==> config.mk <==
export PLATFORM = sky130hd
export DESIGN_NAME = data_packer_flat
export DESIGN_NICKNAME = d
export VERILOG_FILES = /design/src/rtl/data_packer_if.sv /design/src/rtl/data_packer.sv /design/src/flat_wrapper.sv
export SDC_FILE = /design/constraint.sdc
export NUM_CORES = 1
export LEC_CHECK = 0
export CAP_MARGIN = 5
export CORE_ASPECT_RATIO = 1.5
export CORE_MARGIN = 3
export CORE_UTILIZATION = 48
export DETAILED_ROUTE_END_ITERATION = 16
export PLACE_DENSITY = 0.89
export SYNTH_ARGS = -nofsm -noshare
export SYNTH_HDL_FRONTEND = slang
export SYNTH_SLANG_ARGS = --single-unit
==> constraint.sdc <==
create_clock -name i_clk -period 1.7 [get_ports i_clk]
set_input_delay 0.17 -clock i_clk [delete_from_list [all_inputs] [get_ports i_clk]]
set_output_delay 0.17 -clock i_clk [all_outputs]
set_load 0.02 [all_outputs]
==> src/rtl/data_packer_if.sv <==
// data_packer bus bundle
// source read port, destination write port and start/done
interface data_packer_if #(
  parameter int NARROW_WIDTH           = 8,
  parameter int WIDE_WIDTH             = 32,
  parameter int SOURCE_BRAM_DEPTH      = 15,
  parameter int DESTINATION_BRAM_DEPTH = 4
);
  localparam int SAW =
    (SOURCE_BRAM_DEPTH > 1) ? $clog2(SOURCE_BRAM_DEPTH) : 1;
  localparam int DAW =
    (DESTINATION_BRAM_DEPTH > 1) ? $clog2(DESTINATION_BRAM_DEPTH) : 1;

  logic                    i_start;
  logic                    o_done;
  logic [NARROW_WIDTH-1:0] i_narrow_in;
  logic [SAW-1:0]          o_narrow_in_addr;
  logic                    o_narrow_in_rd;
  logic [WIDE_WIDTH-1:0]   o_wide_out;
  logic [DAW-1:0]          o_wide_out_addr;
  logic                    o_wide_out_en;

  modport master (
    input  i_start,
    input  i_narrow_in,
    output o_done,
    output o_narrow_in_addr,
    output o_narrow_in_rd,
    output o_wide_out,
    output o_wide_out_addr,
    output o_wide_out_en
  );

  modport slave (
    output i_start,
    output i_narrow_in,
    input  o_done,
    input  o_narrow_in_addr,
    input  o_narrow_in_rd,
    input  o_wide_out,
    input  o_wide_out_addr,
    input  o_wide_out_en
  );
endinterface

==> src/rtl/data_packer.sv <==
// data_packer: narrow BRAM stream -> wide BRAM words
// first narrow word lands in the MSB lane, tail zero-padded
module data_packer #(
  parameter int NARROW_WIDTH           = 8,
  parameter int WIDE_WIDTH             = 32,
  parameter int SOURCE_BRAM_DEPTH      = 15,
  parameter int DESTINATION_BRAM_DEPTH = 4
) (
  input logic         i_clk,
  input logic         i_rst,
  data_packer_if.master bus
);
  localparam int R  = WIDE_WIDTH / NARROW_WIDTH;
  localparam int LW = $clog2(R);
  localparam int SAW =
    (SOURCE_BRAM_DEPTH > 1) ? $clog2(SOURCE_BRAM_DEPTH) : 1;
  localparam int DAW =
    (DESTINATION_BRAM_DEPTH > 1) ? $clog2(DESTINATION_BRAM_DEPTH) : 1;
  localparam logic [SAW-1:0] ADDR_LAST = SAW'(SOURCE_BRAM_DEPTH - 1);
  localparam logic [LW-1:0]  LANE_LAST = LW'(R - 1);

  typedef enum logic [1:0] {
    S_IDLE,
    S_READ,
    S_FLUSH,
    S_DONE
  } state_t;

  state_t                  r_state;
  state_t                  w_next;
  logic [SAW-1:0]          r_addr;
  logic [LW-1:0]           r_lane;
  logic [DAW-1:0]          r_waddr;
  logic [WIDE_WIDTH-1:0]   r_sreg;
  logic                    r_rd_q;
  logic                    r_wen;
  logic                    w_rd;
  logic                    w_pad;
  logic                    w_shift;
  logic                    w_lane_last;
  logic                    w_last_addr;
  logic [NARROW_WIDTH-1:0] w_din;

  assign w_last_addr = (r_addr == ADDR_LAST);
  assign w_lane_last = (r_lane == LANE_LAST);
  assign w_shift     = r_rd_q | w_pad;
  assign w_din       = r_rd_q ? bus.i_narrow_in : '0;

  // state register
  always_ff @(posedge i_clk) begin
    if (i_rst) r_state <= S_IDLE;
    else       r_state <= w_next;
  end

  // next state, read strobe and zero-pad request
  always_comb begin
    w_next = r_state;
    w_rd   = 1'b0;
    w_pad  = 1'b0;
    unique case (r_state)
      S_IDLE: begin
        if (bus.i_start) w_next = S_READ;
      end
      S_READ: begin
        w_rd = 1'b1;
        if (w_last_addr) w_next = S_FLUSH;
      end
      S_FLUSH: begin
        // pad only once the last real lane is in
        w_pad = !r_rd_q && (r_lane != '0);
        if (!r_rd_q && (r_lane == '0) && r_wen)
          w_next = S_DONE;
      end
      S_DONE: begin
        w_next = S_IDLE;
      end
      default: begin
        w_next = S_IDLE;
      end
    endcase
  end

  // read data valid flag and write strobe pipeline
  always_ff @(posedge i_clk) begin
    if (i_rst) begin
      r_rd_q <= 1'b0;
      r_wen  <= 1'b0;
    end else begin
      r_rd_q <= w_rd;
      r_wen  <= w_shift && w_lane_last;
    end
  end

  // source read address: cleared in idle, holds last
  always_ff @(posedge i_clk) begin
    if (i_rst) begin
      r_addr <= '0;
    end else if (r_state == S_IDLE) begin
      r_addr <= '0;
    end else if (w_rd && !w_last_addr) begin
      r_addr <= r_addr + 1'b1;
    end
  end

  // lane shift register and lane counter
  always_ff @(posedge i_clk) begin
    if (i_rst) begin
      r_sreg <= '0;
      r_lane <= '0;
    end else if (r_state == S_IDLE) begin
      r_sreg <= '0;
      r_lane <= '0;
    end else if (w_shift) begin
      r_sreg <= {r_sreg[WIDE_WIDTH-NARROW_WIDTH-1:0], w_din};
      r_lane <= w_lane_last ? '0 : r_lane + 1'b1;
    end
  end

  // destination address advances after each write
  always_ff @(posedge i_clk) begin
    if (i_rst) begin
      r_waddr <= '0;
    end else if (r_state == S_IDLE) begin
      r_waddr <= '0;
    end else if (r_wen) begin
      r_waddr <= r_waddr + 1'b1;
    end
  end

  assign bus.o_done           = (r_state == S_DONE);
  assign bus.o_narrow_in_rd   = w_rd;
  assign bus.o_narrow_in_addr = r_addr;
  assign bus.o_wide_out       = r_sreg;
  assign bus.o_wide_out_addr  = r_waddr;
  assign bus.o_wide_out_en    = r_wen;

endmodule

==> src/flat_wrapper.sv <==
// flat-port wrapper written by rule: the top's interface ports become plain ports
module data_packer_flat 
#(
  parameter int NARROW_WIDTH           = 8,
  parameter int WIDE_WIDTH             = 32,
  parameter int SOURCE_BRAM_DEPTH      = 15,
  parameter int DESTINATION_BRAM_DEPTH = 4
)
  (i_clk, i_rst, bus_i_start, bus_i_narrow_in, bus_o_done, bus_o_narrow_in_addr, bus_o_narrow_in_rd, bus_o_wide_out, bus_o_wide_out_addr, bus_o_wide_out_en);
  data_packer_if #(.NARROW_WIDTH(NARROW_WIDTH), .WIDE_WIDTH(WIDE_WIDTH), .SOURCE_BRAM_DEPTH(SOURCE_BRAM_DEPTH), .DESTINATION_BRAM_DEPTH(DESTINATION_BRAM_DEPTH)) bus_i ();
  input logic i_clk;
  input logic i_rst;
  input wire logic [$bits(bus_i.i_start)-1:0] bus_i_start;
  input wire logic [$bits(bus_i.i_narrow_in)-1:0] bus_i_narrow_in;
  output wire logic [$bits(bus_i.o_done)-1:0] bus_o_done;
  output wire logic [$bits(bus_i.o_narrow_in_addr)-1:0] bus_o_narrow_in_addr;
  output wire logic [$bits(bus_i.o_narrow_in_rd)-1:0] bus_o_narrow_in_rd;
  output wire logic [$bits(bus_i.o_wide_out)-1:0] bus_o_wide_out;
  output wire logic [$bits(bus_i.o_wide_out_addr)-1:0] bus_o_wide_out_addr;
  output wire logic [$bits(bus_i.o_wide_out_en)-1:0] bus_o_wide_out_en;
  assign bus_i.i_start = bus_i_start;
  assign bus_i.i_narrow_in = bus_i_narrow_in;
  assign bus_o_done = bus_i.o_done;
  assign bus_o_narrow_in_addr = bus_i.o_narrow_in_addr;
  assign bus_o_narrow_in_rd = bus_i.o_narrow_in_rd;
  assign bus_o_wide_out = bus_i.o_wide_out;
  assign bus_o_wide_out_addr = bus_i.o_wide_out_addr;
  assign bus_o_wide_out_en = bus_i.o_wide_out_en;
  data_packer #(.NARROW_WIDTH(NARROW_WIDTH), .WIDE_WIDTH(WIDE_WIDTH), .SOURCE_BRAM_DEPTH(SOURCE_BRAM_DEPTH), .DESTINATION_BRAM_DEPTH(DESTINATION_BRAM_DEPTH)) u_core (.i_clk(i_clk), .i_rst(i_rst), .bus(bus_i));
endmodule
==> Yosys cells after proc, flatten, opt, wreduce, memory -nomap -nowiden <==
Cells that the tools add are included.
{ "totals": {"regBits": 44, "latch_bits": 0, "ramBits": 0, "rom_bits": 0, "output_inout_bits": 41, "elab_cells": 39, "mem_count": 0} }
{ "classes": {"n_addsub": 3, "n_mul": 0, "div": 0, "order_cmp": 0, "eq_ne": 8, "shift": 0, "mux": 8, "bitwise": 1, "reduce_logical": 12} }
{ "ops": {"columns": ["operator", "n"], "rows": [
  ["$mux W2", 4],
  ["$mux W8", 1],
  ["$pmux W2 S4", 1],
  ["$eq A2 B2 Y1 const B", 3],
  ["$logic_and A1 B1 Y1", 5],
  ["$add A2 B1 Y2 const B", 2],
  ["$add A4 B1 Y4 const B", 1],
  ["$eq A4 B4 Y1 const B", 1],
  ["$logic_not A2 Y1", 2],
  ["$ne A2 B1 Y1 const B", 2],
  ["$reduce_and A3 Y1", 1],
  ["$eq A2 B1 Y1 const B", 1],
  ["$logic_not A1 Y1", 2],
  ["$mux W1", 2],
  ["$ne A2 B2 Y1 const B", 1],
  ["$reduce_bool A2 Y1", 1],
  ["$reduce_or A2 Y1", 1],
  ["$or A1 B1 Y1", 1]
]} }

==> Longest topological paths before layout <==
Gate-level depths: netlist of run 1.
{ "depth": {"depth_word": 5, "ltp_mapped": 6} }

==> Least setup slack after synthesis of run 1 <==
Ideal clock, no wire load.
{ "synth_timing": {"kind": "reg-to-reg", "startpoint": "register u_core.r_addr[0] (netlist: u_core.bus.o_narrow_in_addr[0])", "endpoint": "register u_core.r_addr[2] (netlist: u_core.bus.o_narrow_in_addr[2])", "arrival_ns": 1.326, "required_ns": 1.565, "slack_ns": 0.239, "path_stages_with_launch": 6, "n_path_buf": 0, "synth_period_minus_slack_ns": 1.461, "cell_sequence": "dfxtp_1 > inv_1 > ha_1 > and3_1 > o311ai_0 > o41ai_1"} }
{ "synth_between": {"elab_chain_cells": 3, "word_cells_on_any_way": 4, "cone_classes": "add/sub (1); eq/ne (1); reduce/logical (2)"} }
{ "synth_rtl": {"columns": ["item", "line_no", "source"], "rows": [
  ["start: declaration", "data_packer.sv:31", "logic [SAW-1:0] r_addr;"],
  ["start signal: assignment", "data_packer.sv:101", "r_addr <= r_addr + 1'b1;"],
  ["branches (longest 3 deep; another with $add A4 B1 Y4)", null, null]
]} }
Parallel ways; which one is timed is not known.
A chain may end at the register's enable or synchronous reset.

==> Worst setup path in the final report of run 1 <==
{ "layout_timing": {"startpoint": "register u_core.r_state[1]", "endpoint": "output bus_o_done"} }
{ "layout_between": {"elab_chain_cells": 1} }
{ "layout_rtl": {"columns": ["item", "line_no", "source"], "rows": [
  ["start: declaration", "data_packer.sv:29", "state_t r_state;"],
  ["start signal: assignment", "data_packer.sv:52", "else r_state <= w_next;"],
  ["$eq A2 B2 Y1", "data_packer.sv:130", "assign bus.o_done = (r_state == S_DONE);"],
  ["end: declaration", "flat_wrapper.sv:15", "output wire logic [$bits(bus_i.o_done)-1:0] bus_o_done;"]
]} }
Every way passes these cells.

==> results of run 1 <==
==> cell usage after synthesis, drive strengths merged <==
library cell,n
or3b,32
o41ai,2
mux2i,1
dfxtp,44
inv,8
a21oi,36
o21ai,28
nand2,11
and3,1
nor2,6
xor2,1
a311oi,1
nor3b,1
nor2b,2
or2,1
xnor2,1
o311ai,1
ha,8
buf,10
clkbuf,8
a221oi,1
nand3,3
or3,2
o211a,2
o31ai,1
nand3b,1
==> metal layers <==
| layer | share of wire (%) | GRT usage (%) |
|---|---|---|
| met4 | 1.7 | 8.23 |
| met5 | 0 | 0 |
| met3 | 3.8 | 4.31 |
| met2 | 53 | 30.2 |
| met1 | 42 | 23.6 |
==> sequential cells by signal, indices dropped and copies added (netlist names) <==
register                     flops
u_core.bus.o_wide_out_en         1
u_core.bus.o_narrow_in_addr      4
u_core.bus.o_wide_out_addr       2
u_core.r_state                   2
u_core.bus.o_wide_out           32
u_core.r_rd_q                    1
u_core.r_lane                    2
==> cells by family after synthesis <==
| logic type | Yosys count | synth area share, % |
|---|---|---|
| compound gates | 72 | 20.5 |
| xor+xnor | 2 | 0.887 |
| mux | 1 | 0.507 |
| flops | 44 | 44.6 |
| buf+inv | 26 | 7.16 |
| fa+ha+maj | 8 | 5.07 |
| simple gates | 60 | 21.2 |
==> final cells by class <==
| cell class | instances | area share [%] |
|---|---|---|
| clock inverters | 2 | 0.484 |
| flip-flops and latches | 44 | 34.1 |
| well taps | 43 | 2.08 |
| repair buffers | 56 | 22.6 |
| inverters | 8 | 1.16 |
| multi-input cells | 143 | 36.9 |
| clock buffers | 5 | 2.66 |
==> report_power, final <==
group          switching (mW)  internal (mW)
Sequential             0.0703           1.08
Combinational           0.379          0.244
Clock                   0.346          0.278
Total                   0.794           1.60
==> cell usage in the layout, fill, tap and decap left out, types with 2 or more instances in the layout <==
master           synthesis  routed
clkdlybuf4s50_1          0      50
dfxtp_1                 44      43
a21oi_1                 36      36
or3b_1                  32      32
o21ai_0                 28      28
nand2_1                 11      11
inv_1                    8       8
ha_1                     8       8
nor2_1                   6       6
clkbuf_8                 0       5
nand3_1                  3       3
buf_12                   0       3
or3_1                    2       2
o211a_1                  2       2
buf_4                    0       2
==> critical path, cell delays in order (launching register included) <==
cell and delay, ns:
dfxtp_1 0.38, ha_1 0.17, clkdlybuf4s50_1 0.60
==> repair_timing <==
| action | 4_1_cts | 5_1_grt |
|---|---|---|
| endpoints found under the hold margin | 0 | 0 |
| setup endpoints to repair | 1 | 1 |
| resized for setup | 1 | 1 |
==> worst min-delay path by stage <==
stage                                      to  depth (start not counted)  slack (ns)
finish               u_core.bus.o_wide_out[3]                          3        0.42
detailed placement  u_core.bus.o_wide_out[24]                          2        0.47
CTS                  u_core.bus.o_wide_out[3]                          3        0.42
global placement    u_core.bus.o_wide_out[24]                          2        0.47
global route         u_core.bus.o_wide_out[6]                          3        0.44
floorplan                       u_core.r_rd_q                          1        0.24
==> impl_results.md, run 1 <==
- Status: finished clean
- Detailed-placement wirelength estimate: 2910 um
- Power per standard cell area: 927 nW/um^2
- Pleak: between 0.8 and 0.9 nW
- Avg Cell Area, Syn: approximately 9.3 sq um
- FF+latch count, synth: 44
- Total number of vias: roughly 1,700
- Max Clock Skew: around 0.0054 ns
- Number of global-route vias before repair: ~1,500
- Post-synth net total: about 230
- Max Freq: slightly above 0.6 GHz
- Yosys top cell area share: 44.6%
- Remaining DRCs: 0
- Skew-Pair Late Insertion Delay: 0.30 ns
- Tot GR Track Use: between 10% and 20%
- Final period utilization: 94.5%
- Synth top area cells: dfxtp_1 45%, or3b_1 14%, a21oi_1 9.1%, o21ai_0 7.1%, ha_1 5.1%
- First DRT Iteration DRCs: 42
- Clock-pin slew on the worst setup and hold paths: 0.08 ns
- Final setup fails: 0
- Final period demand of the worst path: 1.61 ns
- DP Cell Count: between 200 and 300
- Share of post-route cells with drive strength above 1: 6.20%
- Area of the multi-input gates: between 900 and 1000 sq um
- Drt total wl: 4290 um
- Worst Path Arrival: between 1 and 1.5 ns
- Core area: 3820 sq um
- # Max-Cap Violations: 0
- CP Capture Type: primary output
- First-pass GRT wire length: 7300 um
- Slew Viols, Final: 0
- Crit Path Max Fanout: 4
- TritonCTS Buffers: 5
- Fin. Hold Viols: 0
- Die Area: 4930 sq um
- TritonCTS Sinks: 44
- Utilization after layout: roughly two thirds
- Final WS setup: 0.0942 ns
- Power Total: between 2 and 2.5 mW
- R2r endpoint: u_core.bus.o_wide_out[16]
- IO Pins: 52
- Syn Inst Count: roughly 210
- Drt first pass iters: 4
- Yosys warns: 0
- Hold-fix buffers at CTS: 0
- Startpoint types: flip-flop
- H-tree Lvls: 2
- Post-Layout Cell Count: around 300
- Sequential share of the synthesized area: roughly 45%
- DRT antenna net count: 0
- Dpl cell area: about 2500 sq um
- Pre-CTS setup slack: 0.154 ns
- Routed len/inst: between 10 and 15 um
- Cell area after layout: roughly 2600 sq um
- WS Path Type: reg -> out
- Maximum VDD drop: between 0.8 and 0.9 mV
- Via density per instance: roughly 5.5
- Gpl congestion: 0.814
- FF-to-FF setup slack: ~0.14 ns
- Crit. Startpoint: u_core.r_state[1]
- Area Overhead vs Synth: 30.9%
- Sequential Area: slightly below 900 sq um
- Synth area leader: dfxtp_1
- Setup TNS: 0 ns
- Worst r2r src: u_core.r_state[0]
- Layout Nets: approximately 280
- CTS max path bufs: 2
- Relative slew slack: 75.8%
- Worst r2r path cells: 6
- Hold Path Origin: bus_i_narrow_in[3]
- Synth Cell Area: about 2000 sq um
- RSZ-0062 raised after global routing: false
- Total setup buffers inserted after CTS: 0
- Filler cell count: slightly above 300
- Hold Slack: 0.421 ns
- Initial core utilization: between 50% and 60%
- Crit path to: bus_o_done
- Antenna violations before repair: 0
- Post-synth cell types: 29
- Die Wd: a little under 60 um
- Cell row count: 27
- Root buffer cell: clkbuf_8
- Hold WC Path Type: in -> reg
- Worst Path Required: roughly 1.5 ns
- Chip height: 84.6 um
- Antenna cell count: 0
- GR Overflow Total: 0
- PortBufs: slightly above 50
- CTS tree: yes
- Worst-margin pin slew: around 0.36 ns
- Largest net degree at the start of global routing: 50
Note: power is estimated with default switching activity, not from simulation.
==> run 2, diff against run 1 <==
ABC_AREA = 1   (was not set)
CORE_UTILIZATION = 46   (was 48)
==> run 2 against run 1 <==
Via count is 7.1% lower; clock power is 4.6% higher; register-to-register slack better by 0.06 ns; power is 17% higher; area after synthesis is 14% lower; clock-buffer cell count is 1 higher; die area is 9.0% lower; largest power group unchanged; sequential share of layout area is 3.4 points higher; final area is 9.1% lower; critical path depth stayed put; global-route usage is 1.7 points lower.
==> impl_results.md, run 2 <==
- CTS tree: yes
- Hold-fix buffers at CTS: 0 (unchanged)
- Cell row count: 26 (-3.7%)
- Commonest non-fill, non-tap cells in the layout: 57 x nor2_1, 50 x clkdlybuf4s50_1, 44 x dfxtp_1
- WS Path Type: reg -> out
- Final setup fails: 0 (unchanged)
- GR Overflow Total: 0 (unchanged)
- Commonest non-fill, non-tap cell in the layout: nor2_1
- Max reg flops: 32 (unchanged)
- Synth Cell Area: 1710 sq um (-14%)
- Post-synth EDFFs: 0 (unchanged)
- Post-synth net total: 234 (+0.86%)
- Initial core utilization: 49.0% (-2.7 points)
- DRT antenna net count: 0 (unchanged)
- Post-synthesis async set-or-reset flop share: 0% (unchanged)
- FF-to-FF setup slack: 0.20 ns (+0.06 ns)
- Sequential Area: 881 sq um (-0.14%)
- Utilization after layout: 67.5% (-0.21 points)
- Routed len/inst: 12.0 um (-16%)
- Cell area after layout: 2350 sq um (-9.1%)
- Pleak: 0.994 nW (+18%)
- Core area: 3480 sq um (-8.8%)
- Filler cell count: 296 (-3.0%)
- Remaining DRCs: 0 (unchanged)
- Most numerous cell in the Yosys netlist: nor2_1
- Power Total: 2.80 mW (+17%)
- Share of post-route cells with drive strength above 1: 6.67% (+0.47 points)
- Clock-pin slew on the worst setup and hold paths: 0.08 ns (about the same)
- First DRT Iteration DRCs: 35 (-17%)
- FF+latch count, synth: 44 (unchanged)
- Yosys warns: 0 (unchanged)
- Drt first pass iters: 4 (unchanged)
- Relative slew slack: 83.4% (+7.6 points)
- Syn Inst Count: 215 (+0.94%)
- Synth top area cells: dfxtp_1 52%, nor2_1 13%, o21ai_0 8.5%, nand2_1 5.9%, ha_1 5.9%
- Antenna cell count: 0 (unchanged)
- Setup TNS: 0 ns (unchanged)
- Post-synth cell types: 19 (-34%)
- DP Cell Count: 304 (+3.4%)
- R2r endpoint: u_core.bus.o_wide_out[2]
- Worst r2r path cells: 8 (+2)
- Power per standard cell area: 1190 nW/um^2 (+29%)
- Final period utilization: 93.0% (-1.5 points)
- Met1 wire length: 1530 um (-15%)
- Hold Path Origin: bus_i_narrow_in[6]
- Max Clock Skew: 0.00663 ns (+0.00119 ns)
- Max Freq: 0.633 GHz (+1.6%)
- CP Capture Type: primary output
- Largest net degree at the start of global routing: 26 (-48%)
- Area of the multi-input gates: 703 sq um (-26%)
- Top FF cell, synth: dfxtp_1
- Startpoint types: flip-flop
- Worst-margin pin slew: 0.248 ns (-0.115 ns)
- Met2 wire length: 2000 um (-12%)
- Slew Viols, Final: 0 (unchanged)
- Post-synth top cells: 57 x nor2_1, 44 x dfxtp_1, 29 x o21ai_0, 27 x nand2_1, 15 x a21oi_1
- Hold Slack: 0.429 ns (+0.00814 ns)
- Worst Path Arrival: 1.41 ns (-0.03 ns)
- Area Overhead vs Synth: 37.6%
- Yosys top cell area share: 51.6% (+7.0 points)
- PortBufs: 51 (unchanged)
- H-tree Lvls: 2 (unchanged)
- Chip height: 80.6 um (-4.7%)
- First-pass GRT wire length: 6190 um (-15%)
- TritonCTS Buffers: 5 (unchanged)
- Via density per instance: 4.96 (-10%)
- Number of global-route vias before repair: 1,463 (-5.5%)
- Final period demand of the worst path: 1.58 ns (-0.0254 ns)
- Skew-Pair Late Insertion Delay: 0.29 ns (about the same)
- DR top layer: met4
- Status: finished clean
- Tot GR Track Use: 17.1% (-1.7 points)
- CTS max path bufs: 2 (unchanged)
- Die Area: 4490 sq um (-9.0%)
- Root buffer cell: clkbuf_8
- Dpl cell area: 2260 sq um (-9.8%)
- Sequential share of the synthesized area: 51.6% (+7.0 points)
- Hold Crit Depth: 3 (unchanged)
- Layout Nets: 288 (+4.0%)
- Gpl congestion: 0.742 (-8.9%)
- Final WS setup: 0.120 ns (+0.0254 ns)
- Worst r2r src: u_core.r_state[0]
- Detailed-placement wirelength estimate: 2680 um (-7.9%)
- Worst Hold Path EP: u_core.bus.o_wide_out[6]
- RSZ-0062 raised after global routing: false
- Worst Path Required: 1.53 ns (about the same)
- Maximum VDD drop: 0.938 mV (+15%)
- IO Pins: 52 (unchanged)
- Total number of vias: 1,546 (-7.1%)
- Synth area leader: dfxtp_1
- Post-Layout Cell Count: 312 (+3.7%)
- Met3 wire len: 184 um (+12%)
- TritonCTS Sinks: 44 (unchanged)
- Avg Cell Area, Syn: 7.94 sq um (-14%)
- Pre-CTS setup slack: 0.220 ns (+0.0654 ns)
- Die Wd: 55.7 um (-4.5%)
- Hold WC Path Type: in -> reg
- Crit Path Max Fanout: 3 (-1)
- Drt total wl: 3760 um (-12%)
- # Max-Cap Violations: 0 (unchanged)
- Antenna violations before repair: 0 (unchanged)
- Fin. Hold Viols: 0 (unchanged)
[run 2: cell count changes in the layout (fill, tap and decap cells not counted), moves of 3 or more]
| cell | change |
|---|---|
| nor2_1 | +51 |
| or3b_1 | -32 |
| a21oi_1 | -21 |
| nand2_1 | +16 |
| inv_1 | +4 |
| inv_2 | +3 |
[run 2: cells by family after synthesis]
logic type      Yosys count  share of synthesized area, %
flops                    44                          51.6
xor+xnor                  1                         0.513
compound gates           45                          13.9
simple gates             92                          21.0
fa+ha+maj                 8                          5.87
buf+inv                  25                          7.18
[run 2: worst max-delay path by stage]
stage	from	to	slack, ns	cells after the start
floorplan	u_core.bus.o_narrow_in_addr[0]	u_core.bus.o_narrow_in_addr[2]	0.37	8
global placement	u_core.r_state[1]	bus_o_narrow_in_rd	0.28	3
detailed placement	u_core.r_state[0]	u_core.bus.o_wide_out[2]	0.22	8
CTS	u_core.r_state[0]	bus_o_done	0.11	2
global route	u_core.r_state[0]	bus_o_done	0.05	2
finish	u_core.r_state[0]	bus_o_done	0.12	2
[run 2: cell type report]
type	instances	area share (%)
repair buffers	56	23.8
multi-input cells	146	29.9
clock buffers	6	3.52
inverters	16	2.56
well taps	42	2.24
clock inverters	2	0.426
flip-flops and latches	44	37.5
[run 2: worst max-delay path, stage by stage, from the launching register on]
cell             delay (ns)
dfxtp_1                0.37
ha_1                   0.16
clkdlybuf4s50_1        0.59
[run 2: per-layer routing]
| layer | global-route usage [%] | up-vias |
|---|---|---|
| met5 | 0 | - |
| met4 | 5.84 | 0 |
| met3 | 4.18 | 8 |
| met2 | 31.9 | 37 |
| met1 | 18.6 | 711 |
| li1 | - | 790 |
[run 2: what timing repair did]
action                                  4_1_cts  5_1_grt
endpoints found under the setup margin        1        0
buffers inserted                              0        0
resized for setup                             1        0
[run 2: power by group]
group	total [mW]	internal [mW]	leakage (nW)	switching [mW]
clock	0.653	0.324	0.0510	0.329
sequential	1.21	1.13	0.356	0.0730
combinational	0.942	0.364	0.587	0.578
==> RTL edit: new RTL, config.mk and constraints of run 1 <==
Encoding of `state_t`: now one-hot (4 bits for 4 states).
--- a/src/rtl/data_packer.sv
+++ b/src/rtl/data_packer.sv
@@ -19,11 +19,11 @@
   localparam logic [SAW-1:0] ADDR_LAST = SAW'(SOURCE_BRAM_DEPTH - 1);
   localparam logic [LW-1:0]  LANE_LAST = LW'(R - 1);
 
-  typedef enum logic [1:0] {
-    S_IDLE,
-    S_READ,
-    S_FLUSH,
-    S_DONE
+  typedef enum logic [3:0] {
+    S_IDLE  = 4'b0001,
+    S_READ  = 4'b0010,
+    S_FLUSH = 4'b0100,
+    S_DONE  = 4'b1000
   } state_t;
 
   state_t                  r_state;
Behaviour: no difference found for any inputs over 10 cycles, from zero or initial values and one cycle with i_rst high; not proved beyond that.
==> RTL edit against run 1 <==
  * Area after synthesis up 4.6%
  * Non-clock buffer count is 10 higher
  * Maximum frequency is 2.6% lower
  * Sequential cell count increased by 2
  * Wire length increased by 7.5%
  * Design area rose by 8.9%
  * Worst setup slack worse by 43 ps
  * Critical endpoint is now u_core.bus.o_wide_out[16]$_SDFFE_PP0P_
Power is not compared: it rests on default switching activity, and its combinational part moved more than twofold at a synthesized area within 25%.
==> RTL edit: results (changes against run 1) <==
Status -> finished, final reports clean
Syn Inst Count -> 210 (-1.4%)
Sequential cell area fraction in the yosys report -> 0.4458 (about the same)
Non-clk invs -> 7 (-1)
Post-synthesis mux area share -> 0.1260 (+0.1209)
Share of the synthesized area in the top cell type -> 0.4458 (about the same)
Sequential cell area -> 923.4 µm² (+4.7%)
XOR/XNOR Fraction of Synth Area -> 0.008480 (-0.0003923)
Synth top area cells -> dfxtp_1, nand3b_1, mux2i_1
Pre-CTS WS -> -31.83 ps (-186.1 ps)
Vias per std cell -> 5.524 (about the same)
Share of layout cells above drive strength 1 -> 0.1128 (+0.05077)
Worst Skew -> 7.477 ps (+2.033 ps)
Total track usage -> 0.1829 (-0.005468)
R2R cell count -> 5 (-1)
Inst Count DP -> 303 (+3.1%)
Area of the multi-input gates -> 0.001032 mm² (+8.4%)
First-pass GRT wire length -> 7341 µm (+0.56%)
Post-Syn Nets -> 225 (-3.0%)
Nets -> 280 (+1.1%)
WHS Endpoint -> u_core.bus.o_wide_out[5]$_SDFFE_PP0P_
Filler instances -> 306 (+0.33%)
Internal reg-to-reg setup slack -> 50 ps (-90 ps)
Delay-heaviest family, CP -> simple AND/OR/NAND/NOR gates
Area share of fa/ha/maj cells after synthesis -> 0.02423 (-0.02647)
Buffers, non-clock -> 66 (+18%)
Clock-cell share of area -> 0.03247 (+0.0009963)
Worst EP arrival -> 1880 ps (+440 ps)
Multi-input logic portion of the cell area -> 0.3670 (-0.001530)
CP endpoint -> u_core.bus.o_wide_out[16]$_SDFFE_PP0P_
Final core occ -> 0.6981 (+0.02131)
Slowest-stage cell, CP -> or4b_4
Routability Congestion -> 0.7562 (-7.1%)
Worst-margin pin slew -> 434.7 ps (+71.77 ps)
Clock buf count -> 7 (+2)
Resized Gates After CTS -> 6 (+5)
Crit. Startpoint -> u_core.r_state[0]$_SDFFE_PP1P_
Multi-Input Combinational -> 139 (-2.8%)
Synth Area in Compound Gates -> 0.08904 (-0.1163)
Placed Area -> 0.002685 mm² (+7.2%)
Fin worst setup slack -> 50.75 ps (-43.47 ps)
Worst hold start -> bus_i_narrow_in[5]
## RTL edit: cell types whose count changed in the layout (fill, tap and decap cells not counted), moves of 3 or more
cell | run 1 | this run
buf_4 | 2 | 8
buf_6 | 0 | 3
or3_1 | 2 | 5
o21ai_0 | 28 | 12
or3b_1 | 32 | 0
mux2i_1 | 1 | 26
a21oi_1 | 36 | 13
ha_1 | 8 | 4
nand3b_1 | 1 | 38
nor2b_1 | 1 | 8
## RTL edit: per-layer routing
layer  wire length [µm]  up-vias  global-route usage
li1                   -      851                   -
met1               1992      820              0.2129
met2               2323       41              0.3184
met3                230        6             0.04769
met4                 67        0             0.06048
met5                  0        -                   0
## RTL edit: logic make-up (layout without fill, tap and decap cells)
group / after synthesis / count (layout)
XOR/XNOR: 2 / 2
adder cells (fa/ha/maj): 4 / 4
multiplexers: 26 / 26
buffers and inverters: 25 / 81
AO/OA/AOI/OAI: 31 / 31
flip-flops: 46 / 46
AND/OR/NAND/NOR: 76 / 76
